<file path="src/rtl/dma_sched_pkg.sv">
// Shared types and field layout for the S2MM write-command scheduler.
package dma_sched_pkg;

  typedef enum logic [2:0] {
    IDLE,
    ISSUE,
    WAIT,
    DONE,
    GAP
  } state_t;

  localparam int CMD_W      = 64;
  localparam int ADDR_MSB   = 63;
  localparam int ADDR_LSB   = 32;
  localparam int LEN_MSB    = 31;
  localparam int LEN_LSB    = 0;
  localparam int BEAT_BYTES = 16;
  localparam int BEAT_LSB_W = $clog2(BEAT_BYTES);

  // Command word as seen on req_cmd slices and W_DMA_CMD: address high, length low.
  typedef struct packed {
    logic [ADDR_MSB-ADDR_LSB:0] addr;
    logic [LEN_MSB-LEN_LSB:0]   len;
  } dma_cmd_t;

  // The DMA moves whole 16-byte beats, so empty or partial-beat lengths never reach it.
  function automatic logic cmd_filtered(input dma_cmd_t c);
    return (c.len == '0) || (c.len[BEAT_LSB_W-1:0] != '0);
  endfunction

endpackage

</file>
<file path="src/rtl/rr_arbiter.sv">
// Combinational round-robin pick: first requester at or after ptr, wrapping.
module rr_arbiter #(
  parameter int NUM_REQ = 2
) (
  input  logic [NUM_REQ-1:0] req,
  input  logic [2:0]         ptr,
  output logic [NUM_REQ-1:0] gnt,
  output logic [2:0]         gnt_idx,
  output logic               any
);

  // Scan offsets 0..NUM_REQ-1 from the pointer; the first set request wins.
  always_comb begin
    gnt     = '0;
    gnt_idx = '0;
    any     = 1'b0;
    for (int i = 0; i < NUM_REQ; i++) begin
      for (int j = 0; j < NUM_REQ; j++) begin
        if (!any && req[j] && (j == (int'(ptr) + i) % NUM_REQ)) begin
          any     = 1'b1;
          gnt[j]  = 1'b1;
          gnt_idx = 3'(j);
        end
      end
    end
  end

endmodule

</file>
<file path="src/rtl/dma_write_sched.sv">
// Round-robin owner of the single S2MM write-command port: one command in
// flight, completion via rising edge of introut, hung transfers timed out.
module dma_write_sched
  import dma_sched_pkg::*;
#(
  parameter int NUM_REQ     = 2,      // 2..8
  parameter int TIMEOUT_CYC = 2**20,
  parameter int GAP_CYC     = 4       // >= 1
) (
  input  logic                          clk,
  input  logic                          rst,
  input  logic [NUM_REQ-1:0]            req_valid,
  input  logic [NUM_REQ-1:0][CMD_W-1:0] req_cmd,
  output logic [NUM_REQ-1:0]            req_ready,
  output logic [NUM_REQ-1:0]            req_done,
  output logic                          req_err,
  output logic [CMD_W-1:0]              W_DMA_CMD,
  output logic                          W_DMA_Valid,
  input  logic                          introut,
  output logic                          busy,
  output logic [2:0]                    grant_id,
  output logic                          err_timeout
);

  localparam int TO_W  = (TIMEOUT_CYC > 2) ? $clog2(TIMEOUT_CYC) : 1;
  localparam int GAP_W = $clog2(GAP_CYC + 1);
  localparam logic [TO_W-1:0]  TO_LAST  = TO_W'(TIMEOUT_CYC - 1);
  localparam logic [GAP_W-1:0] GAP_LAST = GAP_W'(GAP_CYC - 1);

  state_t               state;
  logic [2:0]           rr_ptr;
  logic [2:0]           arb_idx;
  logic [2:0]           ptr_next;
  logic [NUM_REQ-1:0]   arb_gnt;
  logic [NUM_REQ-1:0]   gnt_q;
  logic                 arb_any;
  dma_cmd_t             sel_cmd;
  logic                 filt;
  logic                 introut_q;
  logic                 int_edge;
  logic [TO_W-1:0]      to_cnt;
  logic [GAP_W-1:0]     gap_cnt;

  rr_arbiter #(.NUM_REQ(NUM_REQ)) u_arb (
    .req     (req_valid),
    .ptr     (rr_ptr),
    .gnt     (arb_gnt),
    .gnt_idx (arb_idx),
    .any     (arb_any)
  );

  // One-hot mux of the granted requester's command word.
  always_comb begin
    sel_cmd = '0;
    for (int j = 0; j < NUM_REQ; j++) begin
      if (arb_gnt[j]) sel_cmd = dma_cmd_t'(req_cmd[j]);
    end
  end

  assign filt     = cmd_filtered(sel_cmd);
  assign ptr_next = (arb_idx == 3'(NUM_REQ - 1)) ? 3'd0 : arb_idx + 3'd1;
  assign int_edge = introut & ~introut_q;

  // Accept is same-cycle with the grant; gated by rst so reset shows no ready.
  assign req_ready = (rst && state == IDLE) ? arb_gnt : '0;

  // Previous introut level for rising-edge detection.
  always_ff @(posedge clk or negedge rst) begin
    if (!rst) introut_q <= 1'b0;
    else      introut_q <= introut;
  end

  // Scheduler FSM with registered strobes, status and counters.
  always_ff @(posedge clk or negedge rst) begin
    if (!rst) begin
      state       <= IDLE;
      rr_ptr      <= '0;
      gnt_q       <= '0;
      grant_id    <= '0;
      W_DMA_CMD   <= '0;
      W_DMA_Valid <= 1'b0;
      req_done    <= '0;
      req_err     <= 1'b0;
      busy        <= 1'b0;
      err_timeout <= 1'b0;
      to_cnt      <= '0;
      gap_cnt     <= '0;
    end else begin
      W_DMA_Valid <= 1'b0;
      req_done    <= '0;
      req_err     <= 1'b0;
      case (state)
        IDLE: begin
          if (arb_any) begin
            gnt_q    <= arb_gnt;
            grant_id <= arb_idx;
            rr_ptr   <= ptr_next;
            busy     <= 1'b1;
            if (filt) begin
              // Bad length: report completion with error, DMA never sees it.
              state    <= DONE;
              req_done <= arb_gnt;
              req_err  <= 1'b1;
            end else begin
              state       <= ISSUE;
              W_DMA_Valid <= 1'b1;
              W_DMA_CMD   <= sel_cmd;
            end
          end
        end
        ISSUE: begin
          to_cnt <= '0;
          state  <= WAIT;
        end
        WAIT: begin
          // A completion edge beats a simultaneous expiry.
          if (int_edge) begin
            state    <= DONE;
            req_done <= gnt_q;
          end else if (to_cnt == TO_LAST) begin
            state       <= DONE;
            req_done    <= gnt_q;
            req_err     <= 1'b1;
            err_timeout <= 1'b1;
          end else begin
            to_cnt <= to_cnt + 1'b1;
          end
        end
        DONE: begin
          gap_cnt <= '0;
          state   <= GAP;
        end
        GAP: begin
          if (gap_cnt == GAP_LAST) begin
            state <= IDLE;
            busy  <= 1'b0;
          end else begin
            gap_cnt <= gap_cnt + 1'b1;
          end
        end
        default: begin
          state <= IDLE;
          busy  <= 1'b0;
        end
      endcase
    end
  end

endmodule

</file>
<file path="config.mk">
export PLATFORM = sky130hd
export DESIGN_NAME = dma_write_sched
export DESIGN_NICKNAME = d
export VERILOG_FILES = /design/src/rtl/dma_sched_pkg.sv /design/src/rtl/rr_arbiter.sv /design/src/rtl/dma_write_sched.sv
export SDC_FILE = /design/constraint.sdc
export NUM_CORES = 1
export LEC_CHECK = 0
export ABC_AREA = 1
export CAP_MARGIN = 20
export CORE_AREA = 2 2 103 105
export CTS_CLUSTER_DIAMETER = 150
export CTS_CLUSTER_SIZE = 14
export DETAILED_ROUTE_END_ITERATION = 16
export DIE_AREA = 0 0 105 107
export DONT_BUFFER_PORTS = 1
export PLACE_DENSITY = 0.87
export SYNTH_ARGS = -nofsm -noshare
export SYNTH_HDL_FRONTEND = slang
export SYNTH_HIERARCHICAL = 1
export SYNTH_SLANG_ARGS = --single-unit
export TNS_END_PERCENT = 10
</file>
<file path="constraint.sdc">
create_clock -name clk -period 2 [get_ports clk]
set_clock_uncertainty 0.15 [all_clocks]
set_input_delay 0.4 -clock clk [delete_from_list [all_inputs] [get_ports clk]]
set_output_delay 0.4 -clock clk [all_outputs]
set_load 0.02 [all_outputs]
</file>
==> run_results.csv <==
group,metric,value,unit
routing,final_antenna_net_count,0,
worst_setup_path,cp.arrival,1760,ps
worst_setup_path,crit_type,"reg2out",
clock_network,cts-htree-levels,3,
finish,seqCellArea,2580,um^2
global_route,grt_pass1_wl,24200,um
global_route,grt_pass1_vias,4924,
power,p_int,4380,uW
finish,drive_gt1_share,13.5,%
place,place_congestion,0.925,
place,dp_slack,-330,ps
run_status,status,"complete, but fails checks",
logic_synthesis,yosysWarnings,6,
logic_synthesis,syn_avg_cell_area,7.41,um^2
routing,num_vias,5211,
worst_setup_path,required,1450,ps
floorplanning,rows,37,
power,p_leak,0.00347,uW
routing,drtIter0Drc,303,
routing,wl,15500,um
worst_setup_path,path_max_fanout,5,
logic_synthesis,synth_area,5710,um^2
global_route,grtUsageTotal,27.2,%
finish,antenna_cells,0,
floorplanning,die_w,105,um
hold_path,hold_path_class,"in2async",
global_route,grt_overflow,0,
clock_network,cts_root_buf,"clkbuf_8",
floorplanning,initial_core_util,56.6,%
sta,holdWs,-447,ps
clock_network,holdBufCountCts,1,
routing,drt_pre_antenna_iters,5,
sta,setup_ws,-308,ps
clock_network,clk_latency,380,ps
sta,finalCritPeriodShare,115,%
power,netSwitchingFraction,46.1,%
finish,multi_input_area,2680,um^2
sta,max_freq,433,MHz
sta,hold_viol,103,
place,place_hpwl,11300,um
floorplanning,coreArea,10100,um^2
floorplanning,die_height,107,um
worst_setup_path,cpMostUsedCell,"buf_4",
finish,utilization,64.6,%
power,comb_power_share,37.6,%
power,pwr-share-seq,46.8,%
routing,drc,0,
sta,slew_viol_final,0,
global_route,grt_max_degree,105,
finish,fill_cells,852,
finish,fin_nets,931,
sta,layout_min_cycle_time,2310,ps
sta,rsz0062_at_grt,"yes",
routing,avgRoutedWirePerCell,16.6,um
worst_setup_path,worst_setup_path_start_kind,"register",
floorplanning,dieArea,11200,um^2
worst_setup_path,crit_slowest_cell,"dfrtp_1",
place,io_buffers,0,
routing,via_per_inst,5.57,
run,max_cap_violations,0,
power,ir_worst_vdd,0.686,mV
worst_setup_path,r2r_setup_slack,-300,ps
worst_setup_path,cpPeakStageDelay,440,ps
power,p_clk_share,15.5,%
sta,setup_tns,-17530,ps
sta,setup_violations,71,
worst_setup_path,crit_path_end_kind,"primary output",
global_route,antenna_found_initial,0,
clock_network,numCtsBuffers,9,
worst_setup_path,cp_cell_sequence,"nand2_2, nand2_4, inv_1, buf_4, nor3_1, buf_4",
clock_network,cts_sinks,103,
worst_setup_path,rr_worst_depth,9,
run_status,violations,"negative hold slack, negative setup slack",
clock_network,clkTransAtPathRegs,100,ps
power,power_switching,3750,uW
floorplanning,boundaryPins,208,
clock_network,clockBufferDepth,2,
clock_network,cts_tree,"yes",
clock_network,postCtsSetupBuffers,0,
finish,area_delta_synth_final,14.2,%
power,power.density,1250,nW/um^2
logic_synthesis,synthesis.instances,771,
worst max-delay path: cells and delay by family, from the launching register on:
kind	cells	cell delay, ps
buf+inv	3	520
simple gates	3	430
flops	1	440
metal layers:
layer | up-vias | global-route usage [%] | part of all wire [%]
met3 | 24 | 6.57 | 7.9
met4 | 0 | 10.2 | 1.9
li1 | 2539 | - | -
met2 | 225 | 46.5 | 50
met5 | - | 0 | 0
met1 | 2423 | 33.6 | 41
path summary, 6_finish.rpt:
check / startpoint / to
min in group clk: req_valid[1] / rr_ptr[0]$_DFFE_PN0P_
hold / removal: rst / W_DMA_CMD[45]$_DFFE_PN0P_
setup reg to reg: rr_ptr[0]$_DFFE_PN0P_ / W_DMA_CMD[22]$_DFFE_PN0P_
hold reg to reg: state[0]$_DFFE_PN0P_ / state[0]$_DFFE_PN0P_
setup / recovery: rr_ptr[0]$_DFFE_PN0P_ / req_ready[1]
max in group asynchronous: rst / to_cnt[19]$_DFFE_PN0P_
repair_timing:
item | in CTS | in global routing
endpoints found under the setup margin | 72 | 93
gates resized for setup | 6 | 22
gates cloned | 0 | 3
pin swaps | 2 | 0
hold endpoints to repair | 104 | 103
registers in the layout, indices dropped and copies added, names as in the netlist, 2 cells and up:
signal and cells:
W_DMA_CMD 64, gap_cnt 3, gnt_q 2, grant_id 3, req_done 2, state 3
to_cnt 20
cell type report:
class	count	share of cell area [%]
inverters	79	4.74
well taps	136	2.61
clock buffers	10	2.11
flip-flops and latches	103	39.5
repair buffers	58	9.11
clock inverters	6	0.806
multi-input cells	544	41.1
through the flow:
step | hold WS (ps) | cell area [um^2] | std cells | total power, uW
floorplan | -45.6 | 5760 | 772 | 5630
global placement | -43.3 | 6150 | 916 | 6610
detailed placement | -43.5 | 6150 | 916 | 6710
CTS | -472 | 6380 | 933 | 8010
global route | -470 | 6520 | 936 | 8660
finish | -447 | 6520 | 936 | 8130
placed cells by master (no fill, tap or decap), drive strengths merged, types with 4 or more instances in the layout:
cell type and n:
nand2 280, dfrtp 103, inv 79, nor2 69
nand4 65, buf 54, nand3 34, a22o 33
o21ai 25, nor3 13, clkbuf 13, xor2 5
a21oi 5, clkinv 4
power groups by stage:
stage	Sequential (uW)	Combinational (uW)	Clock, uW
4_1_cts	3810	2900	1300
3_5_place_dp	3840	2870	0
6_report	3810	3060	1260
2_1_floorplan	3660	1970	0
5_1_grt	3880	3410	1370
3_3_place_gp	3830	2770	0
(Power assumes the default switching activity.)
